--- config.mk ---
export PLATFORM = sky130hd
export DESIGN_NAME = lsu_ctrl
export DESIGN_NICKNAME = d
export VERILOG_FILES = /design/src/rtl/lsu_ctrl.sv
export SDC_FILE = /design/constraint.sdc
export NUM_CORES = 1
export LEC_CHECK = 0
export ABC_AREA = 1
export CAP_MARGIN = 20
export CORE_MARGIN = 2
export CORE_UTILIZATION = 35
export CTS_CLUSTER_SIZE = 8
export DETAILED_ROUTE_END_ITERATION = 10
export GPL_ROUTABILITY_DRIVEN = 0
export GPL_TIMING_DRIVEN = 0
export HOLD_SLACK_MARGIN = 0.08
export PLACE_DENSITY = 0.78
export SYNTH_ARGS = -nofsm -noshare
export SYNTH_HDL_FRONTEND = slang
export SYNTH_SLANG_ARGS = --single-unit
--- constraint.sdc ---
create_clock -name clk -period 1.5 [get_ports clk]
set_clock_uncertainty 0.05 [all_clocks]
set_input_delay 0.15 -clock clk [delete_from_list [all_inputs] [get_ports clk]]
set_output_delay 0.15 -clock clk [all_outputs]
set_load 0.05 [all_outputs]
--- src/rtl/lsu_ctrl.sv ---
// Load/store unit controller: one memory op at a time, IDLE -> REQ -> WAIT -> DONE.
// Define LSU_MISALIGN_EXC_EN to trap misaligned half/word accesses through out_ale.
module lsu_ctrl (
    input  logic        clk,
    input  logic        reset,
    input  logic        in_valid,
    output logic        in_ready,
    input  logic [1:0]  in_op,
    input  logic [2:0]  in_mode,
    input  logic        in_us,
    input  logic [31:0] in_addr,
    input  logic [31:0] in_wdata,
    output logic        data_sram_req,
    output logic [3:0]  data_sram_wstrb,
    output logic [31:0] data_sram_addr,
    output logic [31:0] data_sram_wdata,
    input  logic        data_sram_addr_ok,
    input  logic        data_sram_data_ok,
    output logic [1:0]  data_sram_cs,
    output logic [2:0]  data_sram_mode,
    output logic        data_sram_us,
    output logic        out_valid,
    input  logic        out_ready,
    output logic        out_ale,
    output logic [1:0]  dbg_state
);
    // Handshake: a transfer happens on a rising edge where valid and ready are both 1;
    // valid never waits for ready, and the sender holds its payload until the transfer.
    typedef enum logic [1:0] {IDLE = 2'd0, REQ = 2'd1, WAIT = 2'd2, DONE = 2'd3} state_t;

    state_t      state, state_nxt;
    logic [1:0]  op_q;
    logic [2:0]  size_q;
    logic        us_q;
    logic [31:0] addr_q;
    logic [31:0] wdata_q;

    logic        accept;
    logic [2:0]  size_dec;
    logic        is_mem;
    logic        misaligned;

    assign accept = in_valid && (state == IDLE);
    assign is_mem = (in_op == 2'b01) || (in_op == 2'b10);

    // One-hot size {word, half, byte}; byte wins over half over word, 000 means word.
    always_comb begin
        size_dec = 3'b000;
        if (in_mode[0])
            size_dec = 3'b001;
        else if (in_mode[1])
            size_dec = 3'b010;
        else if (in_mode[2] || (in_mode == 3'b000))
            size_dec = 3'b100;
    end

`ifdef LSU_MISALIGN_EXC_EN
    logic ale_q;
    assign misaligned = is_mem && ((size_dec[1] && in_addr[0]) ||
                                   (size_dec[2] && (in_addr[1:0] != 2'b00)));
`else
    assign misaligned = 1'b0;
`endif

    always_ff @(posedge clk) begin
        if (reset) begin
            op_q    <= 2'b00;
            size_q  <= 3'b000;
            us_q    <= 1'b0;
            addr_q  <= 32'h0;
            wdata_q <= 32'h0;
        end else if (accept) begin
            op_q    <= in_op;
            size_q  <= size_dec;
            us_q    <= in_us;
            addr_q  <= in_addr;
            wdata_q <= in_wdata;
        end
    end

`ifdef LSU_MISALIGN_EXC_EN
    always_ff @(posedge clk) begin
        if (reset)
            ale_q <= 1'b0;
        else if (accept)
            ale_q <= misaligned;
    end
`endif

    always_ff @(posedge clk) begin
        if (reset)
            state <= IDLE;
        else
            state <= state_nxt;
    end

    always_comb begin
        state_nxt = state;
        case (state)
            IDLE: if (in_valid) state_nxt = (is_mem && !misaligned) ? REQ : DONE;
            REQ:  if (data_sram_addr_ok) state_nxt = WAIT;
            WAIT: if (data_sram_data_ok) state_nxt = DONE;
            DONE: if (out_ready) state_nxt = IDLE;
            default: state_nxt = IDLE;
        endcase
    end

    logic busy;
    assign busy = (state != IDLE);

    always_comb begin
        in_ready        = (state == IDLE);
        data_sram_req   = (state == REQ);
        out_valid       = (state == DONE);
        dbg_state       = state;
        data_sram_addr  = {addr_q[31:2], 2'b00};
        data_sram_cs    = busy ? addr_q[1:0] : 2'b00;
        data_sram_mode  = busy ? size_q : 3'b000;
        data_sram_us    = busy ? us_q : 1'b0;
        data_sram_wstrb = 4'b0000;
        if (busy && (op_q == 2'b10)) begin
            if (size_q[0])
                data_sram_wstrb = 4'b0001 << addr_q[1:0];
            else if (size_q[1])
                data_sram_wstrb = addr_q[1] ? 4'b1100 : 4'b0011;
            else
                data_sram_wstrb = 4'b1111;
        end
        if (size_q[0])
            data_sram_wdata = {4{wdata_q[7:0]}};
        else if (size_q[1])
            data_sram_wdata = {2{wdata_q[15:0]}};
        else
            data_sram_wdata = wdata_q;
`ifdef LSU_MISALIGN_EXC_EN
        out_ale = (state == DONE) && ale_q;
`else
        out_ale = 1'b0;
`endif
    end

endmodule
# [Yosys cells after proc, flatten, opt, wreduce, memory -nomap -nowiden]
# Index checks and enable logic that the tools add are counted.
[totals] regBits=72 latch_bits=0 ramBits=0 rom_bits=0 inputBits=76 output_inout_bits=80 mem_count=0
[classes] n_addsub=0 multipliers=0 n_div=0 order_cmp=0 n_eq_ne=10 shifts=1 n_mux=18 bitwise=0 n_reduce_logical=8
[op_table] operator="32-bit 2-to-1 mux" n=2
[op_table] operator="4-bit 2-to-1 mux" n=4
[op_table] operator="2-bit 2-to-1 mux" n=6
[op_table] operator="3-bit 2-to-1 mux" n=4
[op_table] operator="2-bit equality test (second input constant)" n=4
[op_table] operator="2-bit one-hot mux with 4 select lines" n=1
[op_table] operator="2-bit by 1-bit equality test with 1-bit output (second input constant)" n=2
[op_table] operator="2-bit by 1-bit inequality test with 1-bit output (second input constant)" n=2
[op_table] operator="2-bit inequality test (second input constant)" n=2
[op_table] operator="4-bit AND reduction" n=1
[op_table] operator="1-bit by 2-bit << shifter with 4-bit output (first input constant)" n=1
[op_table] operator="3-bit logical NOT" n=1
[op_table] operator="1-bit logical AND" n=2
[op_table] operator="2-bit logical NOT" n=1
[op_table] operator="1-bit logical OR" n=2
[op_table] operator="2-bit nonzero test" n=1
[op_table] operator="1-bit 2-to-1 mux" n=1

# [Logic depth before layout (Yosys ltp)]
# Gate-level depths: netlist (run 1).
[depth] word_depth=5 mapped_depth=9 mapped_depth_nobuf=8

# [Worst setup path before layout (run 1)]
# OpenSTA, ideal clock, no wires.
[synth_path] path_kind="reg-to-output" start="register state[0], in the netlist dbg_state[0]" end="output port data_sram_wstrb[0]" t_arrival_ns=2.790 slack_ns=-1.490 path_stages_with_launch=7 n_path_buf=1 cell_sequence="dfxtp_1 inv_1 ha_1 buf_2 inv_1 nand3b_1 nor3_1"
[synth_via] elab_chain_len=3
[synth_rtl] item="from (decl)" line="31" text="state_t state, state_nxt;"
[synth_rtl] item="from (signal assigned)" line="94" text="state <= state_nxt;"
[synth_rtl] item="2-bit nonzero test" line="109" text="assign busy = (state != IDLE);"
[synth_rtl] item="1-bit logical AND" line="121" text="if (busy && (op_q == 2'b10)) begin"
[synth_rtl] item="4-bit 2-to-1 mux" line="121"
[synth_rtl] item="to (decl)" line="14" text="output logic [3:0] data_sram_wstrb,"
# No other way between the ends.

# [Worst setup path after layout (run 1)]
[layout_path] start="register state[0], in the netlist dbg_state[0]" end="register state[1], in the netlist dbg_state[1]"
[layout_via] elab_chain_len=3
[layout_rtl] item="2-bit equality test (tied with other cells)" line="99" text="case (state)"
[layout_rtl] item="2-bit by 1-bit inequality test with 1-bit output (no line) / 2-bit inequality test (equally long branches)"
[layout_rtl] item="4-bit AND reduction (no line)"
# Parallel ways exist; a longest one is shown, timed or not.
# A chain may end at the register's enable or synchronous reset.

==> flow_metrics.tcl, run 1 <==
set metrics [dict create \
    grt_overflow 0 \
    die_w_um 101 \
    seq_area_frac_synth 0.434 \
    synth.distinct_cells 23 \
    fmax_mhz 504 \
    num-fill-cells 641 \
    cts_max_path_buffers 2 \
    yosysWarnings 0 \
    drt_first_iter_violations 220 \
    outcome "finished, violations left" \
    utilization 0.752 \
    die_area_sq_mm 0.0103 \
    avgSynthCellArea_sq_um 7.21 \
    firstDrtPassIters 5 \
    wirelength_um 15700 \
    grt_pass1_wl_um 18600 \
    via_per_inst 5.09 \
    clock-sinks 72 \
    routedWlPerCell_um 19.4 \
    multi_input_area_sq_mm 0.00221 \
    area_growth_pct 110 \
    via_count 4133 \
    grt_pass1_vias 3812 \
    drv_cap 0 \
    root_buffer "clkbuf_8" \
    diodes 0 \
    insertion_delay_ps 340 \
    timing.slew.headroom 0.500 \
    worst_setup_path_start_kind "register" \
    antenna_found_initial 0 \
    layout_common_cells "nor2_1, clkdlybuf4s50_1, buf_4" \
    netlist_instances 460 \
    hold_ws_ps 367 \
    ant_nets 0 \
    cts_tree "done" \
    powerDensity_mw_per_mm2 2080 \
    violations "negative setup slack" \
    drive_gt1_frac 0.523 \
    grt_max_degree 13 \
    end_kind "register" \
    slew_violations 0 \
    postCtsHoldBufs 0 \
    ff2ff_path_depth 13 \
    grt.total_usage 0.234 \
    min_period_ps 1980 \
    rows 35 \
    initial_core_util 0.359 \
    htreeDepth 3 \
    rsz0062_at_grt "yes" \
    coreArea_sq_mm 0.00924 \
    hold_viol 0 \
    rrSetupSlack_ps -480 \
    setup_viol 108 \
    final.setup.worst_slack_ps -485 \
    ir_drop_uv 1050 \
    pin_count 156 \
    dp_hpwl_um 7780 \
    num-nets-final 758 \
    cp_max_fo 3 \
    holdPathStages 3 \
    hold_class "primary input to register" \
    path_clk_slew_ps 90 \
    timing.final.crit_share 1.32 \
    worstMarginPinSlew_ps 747 \
    leakage_uw 0.00302 \
    arrival_ps 2180 \
    cts_buffers 9 \
    ys_ff_latch 72 \
    cp.required_ps 1700 \
    seq_area_sq_mm 0.00146 \
    drc_errors 0 \
    io_buffers 151 \
    path_class "register to register" \
    layout.cells.most_common "nor2_1" \
    die_h_um 101 \
    syn-cell-area_sq_mm 0.00332 \
]
## kinds of logic (layout without fill, tap and decap cells)
family	after synthesis	in the layout	synth area share
other	1	3	0.00113
DFF	72	72	0.434
buffers and inverters	93	312	0.167
AOI/OAI and AO/OA	107	107	0.169
and+or+nand+nor	183	185	0.213
adders and majority gates	4	4	0.0151
## state kept, by name (all words and copies together) (netlist names)
signal     flops
dbg_state      2
addr_q        32
op_q           2
us_q           1
size_q         3
wdata_q       32
## cell type report
| type | count | area share |
|---|---|---|
| Buffer | 64 | 0.0839 |
| Clock buffer | 12 | 0.0209 |
| Clock inverter | 4 | 0.00648 |
| Inverter | 27 | 0.0196 |
| Multi-Input combinational cell | 299 | 0.317 |
| Sequential cell | 72 | 0.210 |
| Tap cell | 129 | 0.0232 |
| Timing Repair Buffer | 205 | 0.319 |
## metrics by stage
step | area, sq um | power (uW) | setup WS [ps] | setup TNS, ps | instances
after floorplan | 3420 | 7030 | -447 | -5360 | 462
after global placement | 5090 | 8790 | -837 | -19630 | 742
after detailed placement | 5090 | 8900 | -856 | -20240 | 742
after CTS | 6000 | 12000 | -340 | -6350 | 790
after global routing | 6950 | 15000 | -488 | -32430 | 812
final | 6950 | 14400 | -485 | -28040 | 812
## critical path: stages (launching register included)
cell and delay (ps):
dfxtp_4 370, inv_2 80, ha_4 170, buf_4 140
buf_12 130, buf_6 120, buf_6 130, buf_6 120
nand2_4 70, nand2_4 70, nor2_4 160, nand2_1 90
nor2_1 130, nor2_1 60
## synth_stat cells, drive strengths merged
cell | count | share of area
nand3b | 1 | 0.0023
inv | 27 | 0.031
a22oi | 1 | 0.0023
conb | 1 | 0.0011
nor2 | 123 | 0.14
nand2 | 55 | 0.066
dfxtp | 72 | 0.43
o221ai | 1 | 0.0026
o211ai | 7 | 0.016
o21ai | 77 | 0.12
clkbuf | 13 | 0.015
buf | 53 | 0.12
ha | 4 | 0.015
nor3 | 4 | 0.0060
a211oi | 1 | 0.0023
a21oi | 20 | 0.030
## power by group
group	leakage [uW]	switching, uW	internal [uW]	total (uW)
clock	0.000100	726	808	1530
combinational	0.00232	5620	4270	9890
sequential	0.000599	545	2460	3000
## layer usage
metal / track usage / up-vias / wire (um)
met5: 0 / - / 0
met4: 0.0915 / 0 / 743
met3: 0.0669 / 73 / 1350
met2: 0.437 / 237 / 8020
met1: 0.247 / 1946 / 5630
li1: - / 1877 / -
## final timing paths
kind | to | start
worst max-delay path | dbg_state[1]$_SDFFE_PP0P_ | dbg_state[0]$_SDFFE_PP0P_
worst min-delay path | addr_q[7]$_SDFFE_PP0P_ | in_addr[7]
worst max register to register | dbg_state[1]$_SDFFE_PP0P_ | dbg_state[0]$_SDFFE_PP0P_
worst min register to register | addr_q[25]$_SDFFE_PP0P_ | addr_q[25]$_SDFFE_PP0P_
## what timing repair did
| action | in CTS | in global routing |
|---|---|---|
| resized for setup | 482 | 275 |
| buffers inserted | 28 | 17 |
| pin swaps | 15 | 43 |
| setup endpoints to repair | 109 | 133 |
| gates cloned | 4 | 10 |
No activity file was read; power rests on OpenSTA's default activity.
==> run 2, diff against run 1 <==
Settings changed: SLEW_MARGIN set to 20.
==> results of run 2 <==
The final DEF is identical to that of run 1; final timing and power are the same.
==> run 3, diff against run 2 <==
Settings changed: SKIP_LAST_GASP set to 1.
==> flow_metrics.tcl, run 3 (synthesis gave the netlist of run 1 again) <==
set metrics [dict create \
    num-fill-cells 619 \
    cts_max_path_buffers 2 \
    pin_count 156 \
    via_per_inst 5.05 \
    busiest_layer "met2" \
    dp_hpwl_um 7780 \
    path_clk_slew_ps 70 \
    timing.final.crit_share 1.26 \
    seq_area_sq_mm 0.00146 \
    num-nets-final 757 \
    drv_cap 0 \
    htreeDepth 3 \
    path_class "register to output pin" \
    die_w_um 101 \
    postCtsHoldBufs 0 \
    initial_core_util 0.359 \
    grt_max_degree 13 \
    powerDensity_mw_per_mm2 2040 \
    grt_pass1_vias 3847 \
    grt_use_met1 0.233 \
    cp.required_ps 1300 \
    arrival_ps 1690 \
    worstReg2RegStart "dbg_state[0]$_SDFFE_PP0P_" \
    slowest_delay_ps 380 \
    end_kind "output pin" \
    clock-sinks 72 \
    grtUsageMet3 0.0683 \
    coreArea_sq_mm 0.00924 \
    wirelength_um 15100 \
    crit_cells 8 \
    top_regs "addr_q x32, wdata_q x32, size_q x3" \
    root_buffer "clkbuf_8" \
    fmax_mhz 528 \
    drc_errors 0 \
    grt_overflow 0 \
    pre_cts_ws_ps -856 \
    grt_util_met2 0.436 \
    rrSetupSlack_ps -340 \
    min_period_ps 1890 \
    grt_pass1_wl_um 18300 \
    grt.total_usage 0.230 \
    violations "negative setup slack" \
    final.setup.worst_slack_ps -394 \
    timing.slew.headroom 0.517 \
    routedWlPerCell_um 18.6 \
    die_h_um 101 \
    firstDrtPassIters 5 \
    cts_tree "done" \
    leakage_uw 0.00296 \
    insertion_delay_ps 340 \
    drive_gt1_frac 0.523 \
    dp.cells 742 \
    critical-path-top-delay-family "buffers and inverters" \
    diodes 0 \
    area_growth_pct 109 \
    instances_no_fill 811 \
    rows 35 \
    drt_first_iter_violations 183 \
    worstMarginPinSlew_ps 723 \
    cp_cell_sequence "inv_4, ha_4, buf_6, inv_2, nand3b_1, buf_6, nor3_4, buf_6" \
    worst_setup_path_start_kind "register" \
    critPathBufInv 5 \
    cp_max_fo 4 \
    cpMaxStageDelayCell "dfxtp_4" \
    outcome "finished, violations left" \
    io_buffers 151 \
    layout_common_cells "nor2_1, clkdlybuf4s50_1, buf_4, dfxtp_1, o21ai_2" \
    ant_nets 0 \
    antenna_found_initial 0 \
    ir_drop_uv 1030 \
    setup_viol 90 \
    tns_ps -11080 \
    cp-endpoint "data_sram_wstrb[0]" \
    crit_top_cell "buf_6" \
    rsz0062_at_grt "yes" \
    die_area_sq_mm 0.0103 \
    utilization 0.749 \
    hold_viol 0 \
    p_total_uw 14100 \
    multi_input_area_sq_mm 0.00224 \
    cts_buffers 9 \
    crit_start "dbg_state[0]$_SDFFE_PP0P_" \
    ff2ff_path_depth 12 \
    slew_violations 0 \
    via_count 4099 \
    hold_class "primary input to register" \
    rr_endpoint "dbg_state[1]$_SDFFE_PP0P_" \
    layout.cells.most_common "nor2_1" \
]
[run 3: worst reg2reg max path, stage by stage, from the launching register on]
cell and delay (ps):
dfxtp_4 380, inv_4 50, ha_4 160, buf_12 130, buf_8 120, buf_6 120
buf_6 120, nand2_4 70, nand2_4 70, nor2_4 150, nand2_1 90, nor2_1 170
nor2_1 80
[run 3: per-stage QoR]
stage / instance area (sq um) / hold slack [ps]
after floorplan: 3420 / 169
after global placement: 5090 / 394
after detailed placement: 5090 / 408
after CTS: 5950 / 362
after global routing: 6920 / 355
final: 6920 / 367
[run 3: area by class of cell]
class	instances	share of cell area
Clock buffer	12	0.0210
Multi-Input combinational cell	300	0.324
Inverter	27	0.0201
Tap cell	129	0.0233
Timing Repair Buffer	203	0.310
Clock inverter	4	0.00651
Sequential cell	72	0.211
Buffer	64	0.0846
[run 3: per-layer routing]
layer | wire length, um | part of all wire
met5 | 0 | 0
met4 | 594 | 0.039
met3 | 1240 | 0.082
met2 | 7900 | 0.52
met1 | 5370 | 0.36
[run 3: worst min-delay path by stage]
stage                      startpoint                        to  slack, ps  cells past startpoint
6_report                 in_wdata[30]  wdata_q[30]$_SDFFE_PP0P_        370                      3
5_1_grt                  in_wdata[30]  wdata_q[30]$_SDFFE_PP0P_        360                      3
4_1_cts                   in_addr[21]   addr_q[21]$_SDFFE_PP0P_        360                      3
3_5_place_dp   size_q[2]$_SDFFE_PP0P_    size_q[2]$_SDFFE_PP0P_        410                      2
3_3_place_gp        us_q$_SDFFE_PP0P_         us_q$_SDFFE_PP0P_        390                      2
2_1_floorplan                   reset    size_q[2]$_SDFFE_PP0P_        170                      1
[run 3: repair_timing]
| action | CTS | global route |
|---|---|---|
| endpoints found under the setup margin | 109 | 135 |
| endpoints found under the hold margin | 0 | 0 |
| cloned | 4 | 10 |
| pin swaps | 15 | 43 |
| buffers inserted | 28 | 18 |
| gates resized for setup | 452 | 312 |
[run 3: power breakdown]
part           internal (uW)  switching, uW
Combinational           4100           5530
Clock                    808            724
Sequential              2450            529
==> patch: new RTL, settings of run 3 <==
Add a define of `LSU_MISALIGN_EXC_EN`.
--- a/src/rtl/lsu_ctrl.sv
+++ b/src/rtl/lsu_ctrl.sv
@@ -1,4 +1,6 @@
 // Load/store unit controller: one memory op at a time, IDLE -> REQ -> WAIT -> DONE.
 // Define LSU_MISALIGN_EXC_EN to trap misaligned half/word accesses through out_ale.
+`define LSU_MISALIGN_EXC_EN
+
 module lsu_ctrl (
     input  logic        clk,
Formal check against the unedited RTL: not equivalent (a bounded check fails within 4 cycles, from zero or initial values and one cycle with reset high).
==> patch against run 3 <==
  * The flow still finishes with violations (negative setup slack)
  * Area after synthesis rose by 2.8%
  * Wire length fell by 11%
  * Hold slack got worse by 0.0049 ns
  * Sequential cell count rose by 1
  * Cell area rose by 2.2%
  * Setup slack got worse by 0.13 ns
  * Total power rose by 1.7%
  * Fmax fell by 6.2%
  * Critical endpoint is now data_sram_wstrb[2]
  * Largest cell class unchanged
==> patch: results (changes against run 3) <==
metric	value	unit	change
first_pass_iters	5		unchanged
path_delay_family	simple AND/OR/NAND/NOR gates		
clk_latency	0.35	ns	
final.fill_count	687		+11%
clkSlewWorstSetupHoldPaths	0.09	ns	+0.02 ns
worst_path_max_delay_cell	or3b_4		
cts_inserted_buffers	9		unchanged
grt_max_degree	14		+1
cts_root_buf	clkbuf_8		
finalSetupViolCount	110		+22%
synth_common_cells	nor2_1, dfxtp_1, o21ai_0		
ys_seq_area_share	42.8	%	-0.59 points
pre_cts_ws	-0.868	ns	-0.0117 ns
yosys.cell_types.count	28		+22%
wl_met1	5.17	mm	-3.8%
worstMarginPinSlew	0.600	ns	-0.123 ns
cts_resized	406		-10%
drive_above_1_share	52.3	%	about the same
setup_slack	-0.520	ns	-0.126 ns
place_hpwl	8.09	mm	+3.9%
dr.max_layer_used	met4		
n_antenna_cell	0		unchanged
grt_pass1_vias	3517		-8.6%
postCtsSetupRepairBufs	18		-36%
final_nets	768		+1.5%
worstPathMaxFanout	4		unchanged
met2_length	6.98	mm	-12%
worstPathArrival	1.82	ns	+0.13 ns
yosysWarnings	0		unchanged
hold_path_class	in2reg		
synthAdderAreaFrac	1.83	%	+0.33 points
p_leak	0.00308	µW	+4.1%
ys_async_sr_fraction	0	%	unchanged
critPathMaxStageDelay	0.44	ns	+0.06 ns
vdd.ir_drop.worst	1.36	mV	+32%
routedWlPerCell	16.3	µm	-13%
dr.first_iter.drc_count	123		-33%
grt_pass1_wl	17.0	mm	-7.5%
synth_area_leaders	dfxtp_1, nor2_1, o21ai_0		
synthXorXnorAreaFrac	0	%	unchanged
io_buffers	152		+0.66%
htree_num_levels	3		unchanged
p_sw_share	45.4	%	-2.5 points
violations	negative setup slack		
status	finished with violations		
synth_compound_area_share	16.3	%	-0.64 points
routed_via_density	4.84		-4.3%
synthFlopType	dfxtp_1		
synthMuxAreaShare	0	%	unchanged
cts_buffer_depth	2		unchanged
antenna_found_initial	0		unchanged
grtUsageTotal	20.8	%	-2.2 points
reg_top3	addr_q: 32 flops, wdata_q: 32 flops, size_q: 3 flops		
dr_wl_met3	760	µm	-39%
-- patch: cell count changes after synthesis, sizes merged, moves of 2 or more --
cell	delta
buf	+3
clkbuf	-4
inv	+2
nand2	+3
nand3	+2
nor2	+4
-- patch: power groups by stage --
stage / Clock, µW / Combinational, µW / Sequential, µW
6_report: 1990 / 9340 / 3060
5_1_grt: 2110 / 9780 / 3110
4_1_cts: 2010 / 6820 / 2820
3_5_place_dp: 0 / 6140 / 2860
3_3_place_gp: 0 / 6030 / 2830
2_1_floorplan: 0 / 4290 / 2830
-- patch: area by class of cell --
class,instances,area (µm²),share of cell area (%)
clock buffers,10,149,2.11
multi-input cells,308,2250,31.8
clock inverters,6,113,1.59
repair buffers,202,2160,30.6
repair inverters,1,11.3,0.159
well taps,133,166,2.35
plain buffers,63,597,8.44
flip-flops and latches,73,1480,20.9
inverters,29,139,1.96
-- patch: path summary, 6_finish.rpt --
kind / depth (start not counted) / to / from / slack (ns)
max: 6 / data_sram_wstrb[2] / dbg_state[0] / -0.52
min: 3 / wdata_q[3] / in_wdata[3] / 0.36
max reg2reg: 12 / wdata_q[20] / dbg_state[0] / -0.36
min reg2reg: 2 / size_q[2] / size_q[2] / 0.43
-- patch: metrics by stage --
stage | cell area, µm² | utilization, % | setup TNS [ns] | power (µW) | cells
5_1_grt | 7070 | 73.7 | -33.34 | 15000 | 825
6_report | 7070 | 73.7 | -28.46 | 14400 | 825
3_5_place_dp | 5220 | 54.4 | -19.75 | 9000 | 759
3_3_place_gp | 5220 | 54.4 | -18.02 | 8870 | 759
4_1_cts | 5880 | 61.3 | -9.28 | 11600 | 796
2_1_floorplan | 3530 | - | -4.18 | 7120 | 474
-- patch: routing by layer --
layer,vias up,track usage [%]
met3,46,3.80
met5,-,0
met2,154,36.8
met1,1891,25.0
met4,0,8.31
li1,1901,-
